[src/rtl/reg_write_arbiter.sv]
// Shares the register-file write port between the WB stage and a buffered long-latency requester.
// Optional macro REG_ARB_BYPASS_EN lets an ext result skip the FIFO when the port is otherwise idle.
module reg_write_arbiter #(
  parameter int DATA_WIDTH   = 32,
  parameter int ADDR_WIDTH   = 5,
  parameter int FIFO_DEPTH   = 2,
  parameter int STARVE_LIMIT = 4
) (
  input  logic                             clk,
  input  logic                             rst,
  input  logic                             wb_en,
  input  logic [ADDR_WIDTH-1:0]            wb_addr,
  input  logic [DATA_WIDTH-1:0]            wb_data,
  output logic                             wb_stall,
  input  logic                             ext_valid,
  input  logic [ADDR_WIDTH-1:0]            ext_addr,
  input  logic [DATA_WIDTH-1:0]            ext_data,
  output logic                             ext_ready,
  input  logic [ADDR_WIDTH-1:0]            chk_addr_1,
  input  logic [ADDR_WIDTH-1:0]            chk_addr_2,
  output logic                             chk_hit_1,
  output logic                             chk_hit_2,
  output logic [$clog2(FIFO_DEPTH+1)-1:0]  pending_cnt,
  output logic                             write_en,
  output logic [ADDR_WIDTH-1:0]            write_addr,
  output logic [DATA_WIDTH-1:0]            write_data
);

  localparam int PTR_W = (FIFO_DEPTH > 1) ? $clog2(FIFO_DEPTH) : 1;
  localparam int CNT_W = $clog2(FIFO_DEPTH + 1);
  localparam int STV_W = $clog2(STARVE_LIMIT + 1);
  localparam logic [CNT_W-1:0] DEPTH_CNT  = CNT_W'(FIFO_DEPTH);
  localparam logic [STV_W-1:0] STARVE_MAX = STV_W'(STARVE_LIMIT);

  localparam logic [1:0] GNT_NONE = 2'd0;
  localparam logic [1:0] GNT_WB   = 2'd1;
  localparam logic [1:0] GNT_FIFO = 2'd2;
  localparam logic [1:0] GNT_BYP  = 2'd3;

  logic [ADDR_WIDTH-1:0] mem_addr_q [FIFO_DEPTH];
  logic [ADDR_WIDTH-1:0] mem_addr_d [FIFO_DEPTH];
  logic [DATA_WIDTH-1:0] mem_data_q [FIFO_DEPTH];
  logic [DATA_WIDTH-1:0] mem_data_d [FIFO_DEPTH];
  logic [PTR_W-1:0]      wr_ptr_q, wr_ptr_d;
  logic [PTR_W-1:0]      rd_ptr_q, rd_ptr_d;
  logic [CNT_W-1:0]      count_q, count_d;
  logic [STV_W-1:0]      starve_cnt_q, starve_cnt_d;
  logic                  write_en_q, write_en_d;
  logic [ADDR_WIDTH-1:0] write_addr_q, write_addr_d;
  logic [DATA_WIDTH-1:0] write_data_q, write_data_d;

  logic                  fifo_empty, fifo_full, starve_flag, ext_hs;
  logic                  push, pop;
  logic [1:0]            gnt_sel;
  logic [ADDR_WIDTH-1:0] gnt_addr;
  logic [DATA_WIDTH-1:0] gnt_data;
  logic                  fifo_hit_1, fifo_hit_2;

  assign fifo_empty  = (count_q == '0);
  assign fifo_full   = (count_q == DEPTH_CNT);
  assign ext_ready   = rst && !fifo_full;
  assign starve_flag = rst && !fifo_empty && (starve_cnt_q == STARVE_MAX);
  assign wb_stall    = starve_flag;
  assign ext_hs      = ext_valid && ext_ready;

  always_comb begin
    gnt_sel = GNT_NONE;
    if (!rst)
      gnt_sel = GNT_NONE;
    else if (starve_flag)
      gnt_sel = GNT_FIFO;
    else if (wb_en)
      gnt_sel = GNT_WB;
    else if (!fifo_empty)
      gnt_sel = GNT_FIFO;
`ifdef REG_ARB_BYPASS_EN
    else if (ext_hs)
      gnt_sel = GNT_BYP;
`endif
  end

  always_comb begin
    gnt_addr = '0;
    gnt_data = '0;
    case (gnt_sel)
      GNT_WB: begin
        gnt_addr = wb_addr;
        gnt_data = wb_data;
      end
      GNT_FIFO: begin
        gnt_addr = mem_addr_q[rd_ptr_q];
        gnt_data = mem_data_q[rd_ptr_q];
      end
      GNT_BYP: begin
        gnt_addr = ext_addr;
        gnt_data = ext_data;
      end
      default: begin
        gnt_addr = '0;
        gnt_data = '0;
      end
    endcase
  end

  // A bypassed handshake is consumed directly and never occupies a slot.
  assign push = ext_hs && (gnt_sel != GNT_BYP);
  assign pop  = (gnt_sel == GNT_FIFO);

  always_comb begin
    mem_addr_d = mem_addr_q;
    mem_data_d = mem_data_q;
    wr_ptr_d   = wr_ptr_q;
    rd_ptr_d   = rd_ptr_q;
    count_d    = count_q;
    if (push) begin
      mem_addr_d[wr_ptr_q] = ext_addr;
      mem_data_d[wr_ptr_q] = ext_data;
      wr_ptr_d             = wr_ptr_q + PTR_W'(1);
    end
    if (pop)
      rd_ptr_d = rd_ptr_q + PTR_W'(1);
    if (push && !pop)
      count_d = count_q + CNT_W'(1);
    else if (pop && !push)
      count_d = count_q - CNT_W'(1);
  end

  always_comb begin
    starve_cnt_d = starve_cnt_q;
    if (fifo_empty || pop)
      starve_cnt_d = '0;
    else if (starve_cnt_q != STARVE_MAX)
      starve_cnt_d = starve_cnt_q + STV_W'(1);
  end

  always_comb begin
    write_en_d   = (gnt_sel != GNT_NONE) && (gnt_addr != '0);
    write_addr_d = gnt_addr;
    write_data_d = gnt_data;
  end

  // Only slots between the read pointer and read pointer + count hold live entries.
  always_comb begin
    logic [PTR_W-1:0] offset;
    fifo_hit_1 = 1'b0;
    fifo_hit_2 = 1'b0;
    offset     = '0;
    for (int j = 0; j < FIFO_DEPTH; j++) begin
      offset = PTR_W'(j) - rd_ptr_q;
      if (CNT_W'(offset) < count_q) begin
        if (mem_addr_q[j] == chk_addr_1) fifo_hit_1 = 1'b1;
        if (mem_addr_q[j] == chk_addr_2) fifo_hit_2 = 1'b1;
      end
    end
  end

  assign chk_hit_1 = rst && (chk_addr_1 != '0) &&
                     (fifo_hit_1 || (write_en_q && (write_addr_q == chk_addr_1)));
  assign chk_hit_2 = rst && (chk_addr_2 != '0) &&
                     (fifo_hit_2 || (write_en_q && (write_addr_q == chk_addr_2)));

  always_ff @(posedge clk) begin
    if (!rst) begin
      wr_ptr_q     <= '0;
      rd_ptr_q     <= '0;
      count_q      <= '0;
      starve_cnt_q <= '0;
      write_en_q   <= 1'b0;
      write_addr_q <= '0;
      write_data_q <= '0;
    end else begin
      wr_ptr_q     <= wr_ptr_d;
      rd_ptr_q     <= rd_ptr_d;
      count_q      <= count_d;
      starve_cnt_q <= starve_cnt_d;
      write_en_q   <= write_en_d;
      write_addr_q <= write_addr_d;
      write_data_q <= write_data_d;
    end
  end

  always_ff @(posedge clk) begin
    mem_addr_q <= mem_addr_d;
    mem_data_q <= mem_data_d;
  end

  assign pending_cnt = count_q;
  assign write_en    = write_en_q;
  assign write_addr  = write_addr_q;
  assign write_data  = write_data_q;

endmodule

[config.mk]
export PLATFORM = sky130hd
export DESIGN_NAME = reg_write_arbiter
export DESIGN_NICKNAME = d
export VERILOG_FILES = /design/src/rtl/reg_write_arbiter.sv
export SDC_FILE = /design/constraint.sdc
export NUM_CORES = 1
export LEC_CHECK = 0
export CORE_UTILIZATION = 51
export CTS_CLUSTER_DIAMETER = 200
export DETAILED_ROUTE_END_ITERATION = 8
export PLACE_DENSITY = 0.83
export SKIP_LAST_GASP = 1
export SYNTH_ARGS = -nofsm -noshare
export SYNTH_HDL_FRONTEND = slang
export SYNTH_SLANG_ARGS = --single-unit
[constraint.sdc]
create_clock -name clk -period 6 [get_ports clk]
set_input_delay 1.2 -clock clk [delete_from_list [all_inputs] [get_ports clk]]
set_output_delay 1.2 -clock clk [all_outputs]
set_load 0.005 [all_outputs]
==> impl_table.tex, run 1 <==
\begin{tabular}{lr}
\hline
Metric & Value \\
\hline
\multicolumn{2}{l}{\textbf{Run status}} \\
Status & finished clean \\
\multicolumn{2}{l}{\textbf{Logic synthesis}} \\
Number of instances in the synthesized netlist & 336 \\
Post-synthesis simple-gate area fraction & 0.0660 \\
Distinct cell type count after synthesis & 34 \\
Top-area cell type share of the netlist area & 0.484 \\
Post-synthesis compound-gate area fraction & 0.0704 \\
Synthesized-area fraction occupied by xor and xnor cells & 0.0649 \\
Share of synthesized cell area in full adder, half adder and majority cells & 0.00818 \\
Flip-flop and latch count after synthesis & 119 \\
Synth Flop Type & sky130\_fd\_sc\_hd\_\_edfxtp\_1 \\
Post-synthesis mux area share & 0.0807 \\
Nets in the synthesized netlist & 427 \\
Count of synthesis-stage warnings from yosys & 0 \\
Main combinational cell family by area after synthesis & multiplexers \\
Number of flops mapped to enable cells by yosys & 74 \\
Asr flop ratio synth & 0 \\
Proportion of synthesized chip area in sequential cells & 0.681 \\
Synth Cell Area & 4590 sq um \\
Mean instance size in the synthesized netlist & 13.7 sq um \\
Library cell with the largest summed area after synthesis & sky130\_fd\_sc\_hd\_\_edfxtp\_1 \\
Synth top area cells & sky130\_fd\_sc\_hd\_\_edfxtp\_1, sky130\_fd\_sc\_hd\_\_dfxtp\_1, sky130\_fd\_sc\_hd\_\_mux2i\_1 \\
\multicolumn{2}{l}{\textbf{Setup path}} \\
Setup crit start kind & input port \\
Max FO, Critical Path & 4 \\
Worst EP required & 4800 ps \\
Worst Path Arrival & 3010 ps \\
Crit Path Category & input port to output pin \\
Type of element capturing the critical path & output pin \\
\multicolumn{2}{l}{\textbf{Global routing}} \\
Global router's overall resource usage & 0.228 \\
Vias in the first global route & 3315 \\
Wire length of the first global-routing pass & 16.4 mm \\
Pin count of the biggest net entering global routing & 43 \\
Global route total overflow & 0 \\
Initial antenna violation count & 0 \\
\multicolumn{2}{l}{\textbf{Die}} \\
Horizontal extent of the die & 96.9 um \\
Die span in y & 96.9 um \\
Full die area & 9380 sq um \\
Cell Rows & 34 \\
CORE AREA & 8720 sq um \\
Starting density of the core & 0.526 \\
Ports placed on the boundary & 132 \\
\multicolumn{2}{l}{\textbf{Cells and area}} \\
Filler instances & 568 \\
Area Growth Syn to Fin & 42.7\% \\
Net count reported at finish & 564 \\
Antenna Diode Count & 0 \\
Final instance area & 6550 sq um \\
Share of final-layout standard cells stronger than drive strength 1 & 0.0823 \\
Leading cell type in the layout, fill and taps excluded & sky130\_fd\_sc\_hd\_\_clkdlybuf4s50\_1 \\
Most frequent cells in the layout & sky130\_fd\_sc\_hd\_\_clkdlybuf4s50\_1, sky130\_fd\_sc\_hd\_\_edfxtp\_1, sky130\_fd\_sc\_hd\_\_dfxtp\_1 \\
\multicolumn{2}{l}{\textbf{Timing}} \\
Final worst path period share & 0.702 \\
Minimum clock period & 4210 ps \\
Setup violators final & 0 \\
Min setup slack post-route & 1790 ps \\
Setup TNS & 0 ps \\
RSZ-0062 raised after global routing & no \\
Actual transition at the worst max-transition pin & 1170 ps \\
FMAX & 0.237 GHz \\
Max-slew headroom at the worst pin & 0.218 \\
Hold Violations, Final & 0 \\
Final Skew & 12.3 ps \\
Final Slew Violations & 0 \\
\multicolumn{2}{l}{\textbf{Routing}} \\
1st-iter DRT viols & 107 \\
Routed WL per cell & 17.0 um \\
Routed wire length on met2 & 5.45 mm \\
Post-Route M1 WL & 4.02 mm \\
Routed wire length & 10.1 mm \\
Number of nets with antenna violations after routing & 0 \\
Ratio of routed vias to standard cells & 5.28 \\
Number of remaining DRC errors & 0 \\
Routed length on met3 & 581 um \\
Via total after detailed routing & 3134 \\
Top metal layer carrying routed signals & met4 \\
Total iterations of the first detailed-routing run & 4 \\
\multicolumn{2}{l}{\textbf{Power and ir drop}} \\
Leakage power total & 2.29 nW \\
Post-layout power & 0.00222 W \\
Cell Pwr Density & 339 nW/um\^{}2 \\
IR drop worst, VDD & 0.228 mV \\
\multicolumn{2}{l}{\textbf{Clock tree}} \\
Root buffer cell & sky130\_fd\_sc\_hd\_\_clkbuf\_8 \\
Clock tree from TritonCTS & done \\
Post-CTS setup-driven buffer insertion count & 0 \\
Sink count of the clock tree & 119 \\
Post-CTS Hold Fix Bufs & 0 \\
CTS Buf Count & 17 \\
Maximum root-to-sink buffer count & 2 \\
Resize count post-CTS & 0 \\
H-Tree Level Count & 4 \\
Clk pin slew, worst setup/hold paths & 60 ps \\
Clock network latency to the later pin of the worst-skew pair & 510 ps \\
\multicolumn{2}{l}{\textbf{Placed design}} \\
Placed wire-length estimate & 6.60 mm \\
Dpl cell area & 5960 sq um \\
Final weighted congestion of routability-driven global placement & 0.806 \\
Count of port buffers added during placement & 131 \\
Post-placement setup slack & 1790 ps \\
\multicolumn{2}{l}{\textbf{Worst hold path}} \\
Worst min path class & register to register \\
\multicolumn{2}{l}{\textbf{Job}} \\
Number of maximum-capacitance violations & 0 \\
\hline
\end{tabular}
==> layout make-up <==
cell class                 instances  area, sq um  share of cell area
clock inverter                    14          174              0.0266
tap                              108          135              0.0206
clock buffer                      18          418              0.0638
inverter                           8         30.0             0.00459
timing repair buffer             133         1330               0.203
sequential                       119         3120               0.477
multi-input combinational        194         1340               0.205
==> per-stage QoR <==
step	util	hold slack [ps]	instances
5_1_grt	0.751	492	594
3_5_place_dp	0.683	449	562
6_report	0.751	455	594
2_1_floorplan	-	417	336
4_1_cts	0.751	462	594
3_3_place_gp	0.683	429	562
==> worst max-delay path, stage by stage <==
cell and delay (ps):
sky130_fd_sc_hd__clkdlybuf4s50_1 510, sky130_fd_sc_hd__xor2_1 200, sky130_fd_sc_hd__nor4_1 270, sky130_fd_sc_hd__nand3_1 100, sky130_fd_sc_hd__a31oi_1 200, sky130_fd_sc_hd__clkdlybuf4s50_1 530
==> kinds of logic after synthesis <==
logic type,Yosys count
DFF,119
adders and majority gates,3
xor gates and xnor gates,34
muxes,37
AOI/OAI and AO/OA,53
and+or+nand+nor,67
buffers and inverters,23
==> synth_stat cells (5+ instances only) <==
cell,number
sky130_fd_sc_hd__buf_2,8
sky130_fd_sc_hd__buf_6,5
sky130_fd_sc_hd__dfxtp_1,45
sky130_fd_sc_hd__edfxtp_1,74
sky130_fd_sc_hd__inv_1,8
sky130_fd_sc_hd__mux2i_1,37
sky130_fd_sc_hd__nand2_1,36
sky130_fd_sc_hd__nor2_1,10
sky130_fd_sc_hd__nor4_1,5
sky130_fd_sc_hd__o21ai_0,19
sky130_fd_sc_hd__o21ai_1,20
sky130_fd_sc_hd__xnor2_1,11
sky130_fd_sc_hd__xor2_1,23
==> power by group <==
part	internal, W	switching, W
clock network	0.000636	0.000364
registers	0.000927	0.0000286
logic	0.000152	0.000114
total	0.00171	0.000507
==> flip-flops by register name, indices dropped and copies added, names as in the netlist <==
register and flops:
write_addr 5, pending_cnt 2, starve_cnt_q 3, wr_ptr_q 1, mem_addr_q 10, write_en 1
write_data 32, rd_ptr_q 1, mem_data_q 64
==> final timing paths <==
kind,startpoint,to,slack [ps],cells after the start
max,chk_addr_1[1],chk_hit_1,1790,6
min,starve_cnt_q[0],starve_cnt_q[0],450,1
max reg2reg,starve_cnt_q[0],pending_cnt[1],3850,7
min reg2reg,starve_cnt_q[0],starve_cnt_q[0],450,1
==> routing by layer <==
metal	vias to the layer above	global-route usage
met4	0	0.0631
met3	8	0.0766
met1	1527	0.257
li1	1495	-
met5	-	0
met2	104	0.411
Note: power is estimated with default switching activity, not from simulation.
==> run 2, diff against run 1 <==
Settings changed: CORE_UTILIZATION 51 to 47, PLACE_DENSITY 0.83 to 0.77.
Clock period 6 ns to 4.3 ns, I/O delays scaled along.
==> run 2 against run 1 <==
Effect of this change: via count shrank 0.99%; flip-flop and latch count is the same; power is 34% higher; sequential power rose by 39%; hold slack worse by 0.57 ps; global-route usage is 2.4 points lower; utilization down 5.1 points; combinational power up 39%.
==> impl_table.tex, run 2 (synthesized netlist as in run 1, its figures left out) <==
\begin{tabular}{lr}
\hline
Metric & Value \\
\hline
\multicolumn{2}{l}{\textbf{Placed design}} \\
Placed wire-length estimate & 6.50 mm (was 6.60 mm) \\
Final weighted congestion of routability-driven global placement & 0.909 (was 0.806) \\
Count of port buffers added during placement & 131 (unchanged) \\
\multicolumn{2}{l}{\textbf{Cells and area}} \\
Register with the highest flop count & mem\_data\_q (unchanged) \\
Antenna Diode Count & 0 (unchanged) \\
Storage element area & 3120 sq um (unchanged) \\
Most frequent cells in the layout & sky130\_fd\_sc\_hd\_\_clkdlybuf4s50\_1, sky130\_fd\_sc\_hd\_\_edfxtp\_1, sky130\_fd\_sc\_hd\_\_dfxtp\_1 (unchanged) \\
Leading cell type in the layout, fill and taps excluded & sky130\_fd\_sc\_hd\_\_clkdlybuf4s50\_1 (unchanged) \\
Area of combinational cells with multiple inputs & 1340 sq um (unchanged) \\
Net count reported at finish & 565 (was 564) \\
Area Growth Syn to Fin & 42.3\% (was 42.7\%) \\
Filler instances & 665 (was 568) \\
Max FFs per register & 64 (unchanged) \\
Share of final-layout standard cells stronger than drive strength 1 & 0.0802 (was 0.0823) \\
\multicolumn{2}{l}{\textbf{Clock tree}} \\
H-Tree Level Count & 4 (unchanged) \\
Root buffer cell & sky130\_fd\_sc\_hd\_\_clkbuf\_8 (unchanged) \\
Clk pin slew, worst setup/hold paths & 50 ps (was 60 ps) \\
Maximum root-to-sink buffer count & 2 (unchanged) \\
Post-CTS Hold Fix Bufs & 0 (unchanged) \\
Sink count of the clock tree & 119 (unchanged) \\
Resize count post-CTS & 0 (unchanged) \\
Clock network latency to the later pin of the worst-skew pair & 500 ps (was 510 ps) \\
Clock tree from TritonCTS & done (unchanged) \\
CTS Buf Count & 17 (unchanged) \\
Post-CTS setup-driven buffer insertion count & 0 (unchanged) \\
\multicolumn{2}{l}{\textbf{Timing}} \\
Hold Violations, Final & 0 (unchanged) \\
RSZ-0062 raised after global routing & no (unchanged) \\
Final Skew & 7.68 ps (was 12.3 ps) \\
Final worst path period share & 0.831 \\
Minimum clock period & 3570 ps \\
FMAX & 0.280 GHz \\
Final hold slack & 454 ps (was 455 ps) \\
Setup violators final & 0 (unchanged) \\
Final Slew Violations & 0 (unchanged) \\
Max-slew headroom at the worst pin & 0.353 (was 0.218) \\
Setup TNS & 0 ps (unchanged) \\
Actual transition at the worst max-transition pin & 971 ps (was 1170 ps) \\
\multicolumn{2}{l}{\textbf{Setup path}} \\
Critical Path Most Common Cell & sky130\_fd\_sc\_hd\_\_clkdlybuf4s50\_1 (unchanged) \\
Worst reg-to-reg path cell count & 7 (unchanged) \\
Cell with the biggest individual delay on the critical path & sky130\_fd\_sc\_hd\_\_clkdlybuf4s50\_1 (unchanged) \\
Max FO, Critical Path & 4 (unchanged) \\
Highest cell delay on the worst timing path & 520 ps (was 530 ps) \\
Setup crit start kind & input port (unchanged) \\
Type of element capturing the critical path & output pin (unchanged) \\
Worst EP required & 3440 ps (was 4800 ps) \\
Register-to-Register Setup Slack & 2160 ps (was 3850 ps) \\
Worst Path Arrival & 2710 ps (was 3010 ps) \\
Cells traversed along the worst timing path & clkdlybuf4s50\_1, xor2\_1, nor4\_1, nand3\_1, a31oi\_1, clkdlybuf4s50\_1 (unchanged) \\
Crit Path Category & input port to output pin (unchanged) \\
\multicolumn{2}{l}{\textbf{Die}} \\
Cell Rows & 35 (was 34) \\
Ports placed on the boundary & 132 (unchanged) \\
Horizontal extent of the die & 101 um (was 96.9 um) \\
Starting density of the core & 0.492 (was 0.526) \\
Die span in y & 101 um (was 96.9 um) \\
CORE AREA & 9330 sq um (was 8720 sq um) \\
Full die area & 10200 sq um (was 9380 sq um) \\
\multicolumn{2}{l}{\textbf{Routing}} \\
Total iterations of the first detailed-routing run & 4 (unchanged) \\
Number of remaining DRC errors & 0 (unchanged) \\
Number of nets with antenna violations after routing & 0 (unchanged) \\
Via total after detailed routing & 3103 (was 3134) \\
Routed wire length & 9.74 mm (was 10.1 mm) \\
Routed WL per cell & 15.8 um (was 17.0 um) \\
1st-iter DRT viols & 91 (was 107) \\
Ratio of routed vias to standard cells & 5.05 (was 5.28) \\
\multicolumn{2}{l}{\textbf{Worst hold path}} \\
Hold Path Cell Cnt & 1 (unchanged) \\
Worst min path class & register to register (unchanged) \\
\multicolumn{2}{l}{\textbf{Global routing}} \\
Initial antenna violation count & 0 (unchanged) \\
Vias in the first global route & 3245 (was 3315) \\
Global router's overall resource usage & 0.204 (was 0.228) \\
Pin count of the biggest net entering global routing & 41 (was 43) \\
Wire length of the first global-routing pass & 15.3 mm (was 16.4 mm) \\
Global route total overflow & 0 (unchanged) \\
\multicolumn{2}{l}{\textbf{Job}} \\
Number of maximum-capacitance violations & 0 (unchanged) \\
\multicolumn{2}{l}{\textbf{Run status}} \\
Status & finished clean (unchanged) \\
\multicolumn{2}{l}{\textbf{Power and ir drop}} \\
IR drop worst, VDD & 0.283 mV (was 0.228 mV) \\
Leakage power total & 2.28 nW (was 2.29 nW) \\
Cell Pwr Density & 454 nW/um\^{}2 (was 339 nW/um\^{}2) \\
\hline
\end{tabular}
run 2: changes by cell type in the layout (fill, tap and decap cells not counted), sizes merged:
cell and delta:
bufinv -2, inv -4, clkbuf +4, buf +1, clkinv +2, clkinvlp -1
run 2: worst paths after layout:
check                                startpoint         endpoint
worst max register to register  starve_cnt_q[0]   pending_cnt[1]
worst max-delay path              chk_addr_2[1]        chk_hit_2
worst min register to register  starve_cnt_q[0]  starve_cnt_q[0]
worst min-delay path            starve_cnt_q[0]  starve_cnt_q[0]
run 2: metal layers:
layer  track usage  share of wire  routed length (um)
met5             0              0                   0
met4        0.0736          0.014                 132
met3        0.0721          0.060                 584
met2         0.359           0.51                4970
met1         0.229           0.42                4050
run 2: power by group:
| part | switching (W) | internal (W) |
|---|---|---|
| registers | 0.0000403 | 0.00129 |
| clock network | 0.000462 | 0.000802 |
| logic | 0.000156 | 0.000213 |
| total | 0.000658 | 0.00231 |
run 2: layout make-up:
| type | instances | share of cell area |
|---|---|---|
| Clock buffer | 22 | 0.0709 |
| Clock inverter | 9 | 0.0119 |
| Inverter | 8 | 0.00460 |
| Multi-Input combinational cell | 194 | 0.205 |
| Sequential cell | 119 | 0.478 |
| Tap cell | 129 | 0.0247 |
| Timing Repair Buffer | 134 | 0.204 |
run 2: critical path, delay by kind of cell:
| family | cells | cell delay (ps) |
|---|---|---|
| compound gates | 1 | 200 |
| buf+inv | 2 | 1030 |
| simple gates | 2 | 430 |
| xor+xnor | 1 | 180 |
run 2: stage by stage:
stage / utilization / setup WS [ps] / total power [W] / std cells / area (sq um)
after global routing: 0.700 / 594 / 0.00309 / 615 / 6530
after floorplan: - / 1130 / 0.00152 / 336 / 4590
after detailed placement: 0.642 / 744 / 0.00173 / 584 / 5990
final: 0.700 / 727 / 0.00297 / 615 / 6530
after global placement: 0.642 / 834 / 0.00171 / 584 / 5990
after CTS: 0.700 / 739 / 0.00299 / 615 / 6530
==> variant: new RTL, config.mk and constraints of run 2 <==
Register the output `pending_cnt` once more, without a reset; this adds one clock of latency there. The other outputs are not delayed to match.
--- a/src/rtl/reg_write_arbiter.sv
+++ b/src/rtl/reg_write_arbiter.sv
@@ -186,3 +186,5 @@
 
-  assign pending_cnt = count_q;
+  always_ff @(posedge clk) begin
+    pending_cnt <= count_q;
+  end
   assign write_en    = write_en_q;
Formal check against the unedited RTL: not equivalent (a bounded check fails within 4 cycles, from zero or initial values and one cycle with rst low).
==> variant against run 2 <==
- total power is 9.6% higher
- synthesized area rose by 0.87%
- sequential cell count rose by 2
- setup slack better by 11 ps
- design area rose by 2.2%
- register-to-register slack better by 40 ps
- clock power increased by 21%
- wire length down 0.77%
- critical path type unchanged
- largest cell class unchanged
==> variant: results (changes against run 2) <==
| Metric | Value |
|---|---|
| Dpl ws | `764 ps (was 744 ps)` |
| Vias in the first global route | `3194 (was 3245)` |
| Fraction of area in registers | `47.4% (was 47.8%)` |
| CLK BUF | `18 (was 22)` |
| Worst reg2reg path endpoint | `count_q[1]$_SDFFE_PN0P_ (was pending_cnt[1]$_SDFFE_PN0P_)` |
| Worst slew margin | `37.9% (was 35.3%)` |
| Clock power share | `47.0% (was 42.6%)` |
| R2R setup slack | `2200 ps (was 2160 ps)` |
| Leakage | `2.34 nW (was 2.28 nW)` |
| Multi-input combinational area share | `20.1% (was 20.5%)` |
| Area fraction in compound gates after synthesis | `6.97% (was 7.04%)` |
| Filler cells | `689 (was 665)` |
| Post-synth top cells | `edfxtp_1, dfxtp_1, mux2i_1, nand2_1, xor2_1 (unchanged)` |
| WL met2 | `4890 um (was 4970 um)` |
| ClkCell Share | `9.67% (was 8.28%)` |
| Sequential element share of the synthesized area | `68.3% (was 68.1%)` |
| Sw Ratio | `21.7% (was 22.2%)` |
| Fin Clk Skew | `11.3 ps (was 7.68 ps)` |
| Final #Nets | `567 (was 565)` |
| Clk. pwr | `1.53 mW (was 1.26 mW)` |
| Met2 GRT Util | `34.4% (was 35.9%)` |
| Met1 wire length | `3940 um (was 4050 um)` |
| Share of cells above drive strength 1 | `8.38% (was 8.02%)` |
| RD Place Congestion | `0.903 (was 0.909)` |
| Post-synthesis xor/xnor area fraction | `6.43% (was 6.49%)` |
| Post-Synth Adder-Cell Area | `0.811% (was 0.818%)` |
| Via-to-Cell Ratio | `4.99 (was 5.05)` |
| Met3 wire len | `649 um (was 584 um)` |
| Non-clk buf share | `20.0% (was 20.4%)` |
| Syn Nets | `429 (was 427)` |
| Seq cells | `121 (was 119)` |
| Synth area leaders | `edfxtp_1, dfxtp_1, mux2i_1 (unchanged)` |
| Yosys warnings | `0 (unchanged)` |
| Clock Root Buffer | `clkbuf_8 (unchanged)` |
| Sequential power share | `41.6% (was 45.0%)` |
| VDD IR-drop max | `0.000288 V (was 0.000283 V)` |
| First-pass GRT wire length | `15400 um (was 15300 um)` |
| M1 GR Usage | `23.0% (was 22.9%)` |
| Post-DP HPWL | `6330 um (was 6500 um)` |
| Hold slack | `445 ps (was 454 ps)` |
| Post-synthesis mux area share | `8.00% (was 8.07%)` |
| Drt first-iter violations | `76 (was 91)` |
| Routed wire length | `9660 um (was 9740 um)` |
| Outcome | `completed (unchanged)` |
| GRT Util Overall | `20.4% (about the same)` |
| Post-synth EDFFs | `74 (unchanged)` |
| Crit path DAT | `2700 ps (was 2710 ps)` |
variant: changes by cell type in the layout (fill, tap and decap cells not counted), sizes merged:
| cell | change |
|---|---|
| clkbuf | -4 |
| dfxtp | +2 |
| bufinv | +4 |
| inv | +3 |
| clkinvlp | -1 |
| clkinv | -1 |
variant: critical path: stages:
cell and delay (ps):
clkdlybuf4s50_1 520, xor2_1 210, nor4_1 300, nand3_1 110
a31oi_1 180, clkdlybuf4s50_1 520
variant: worst max-delay path by stage:
stage,start,endpoint,slack [ps]
after floorplan,rst,mem_addr_q[5]$_DFFE_PP_,1130
after global placement,chk_addr_1[1],chk_hit_1,810
after detailed placement,chk_addr_1[1],chk_hit_1,760
after CTS,chk_addr_1[1],chk_hit_1,760
after global routing,chk_addr_1[1],chk_hit_1,590
final,chk_addr_1[1],chk_hit_1,740
variant: metrics by stage:
stage	area, um2	std cells
after floorplan	4630	338
after global placement	6030	586
after detailed placement	6030	586
after CTS	6680	618
after global routing	6680	618
final	6680	618
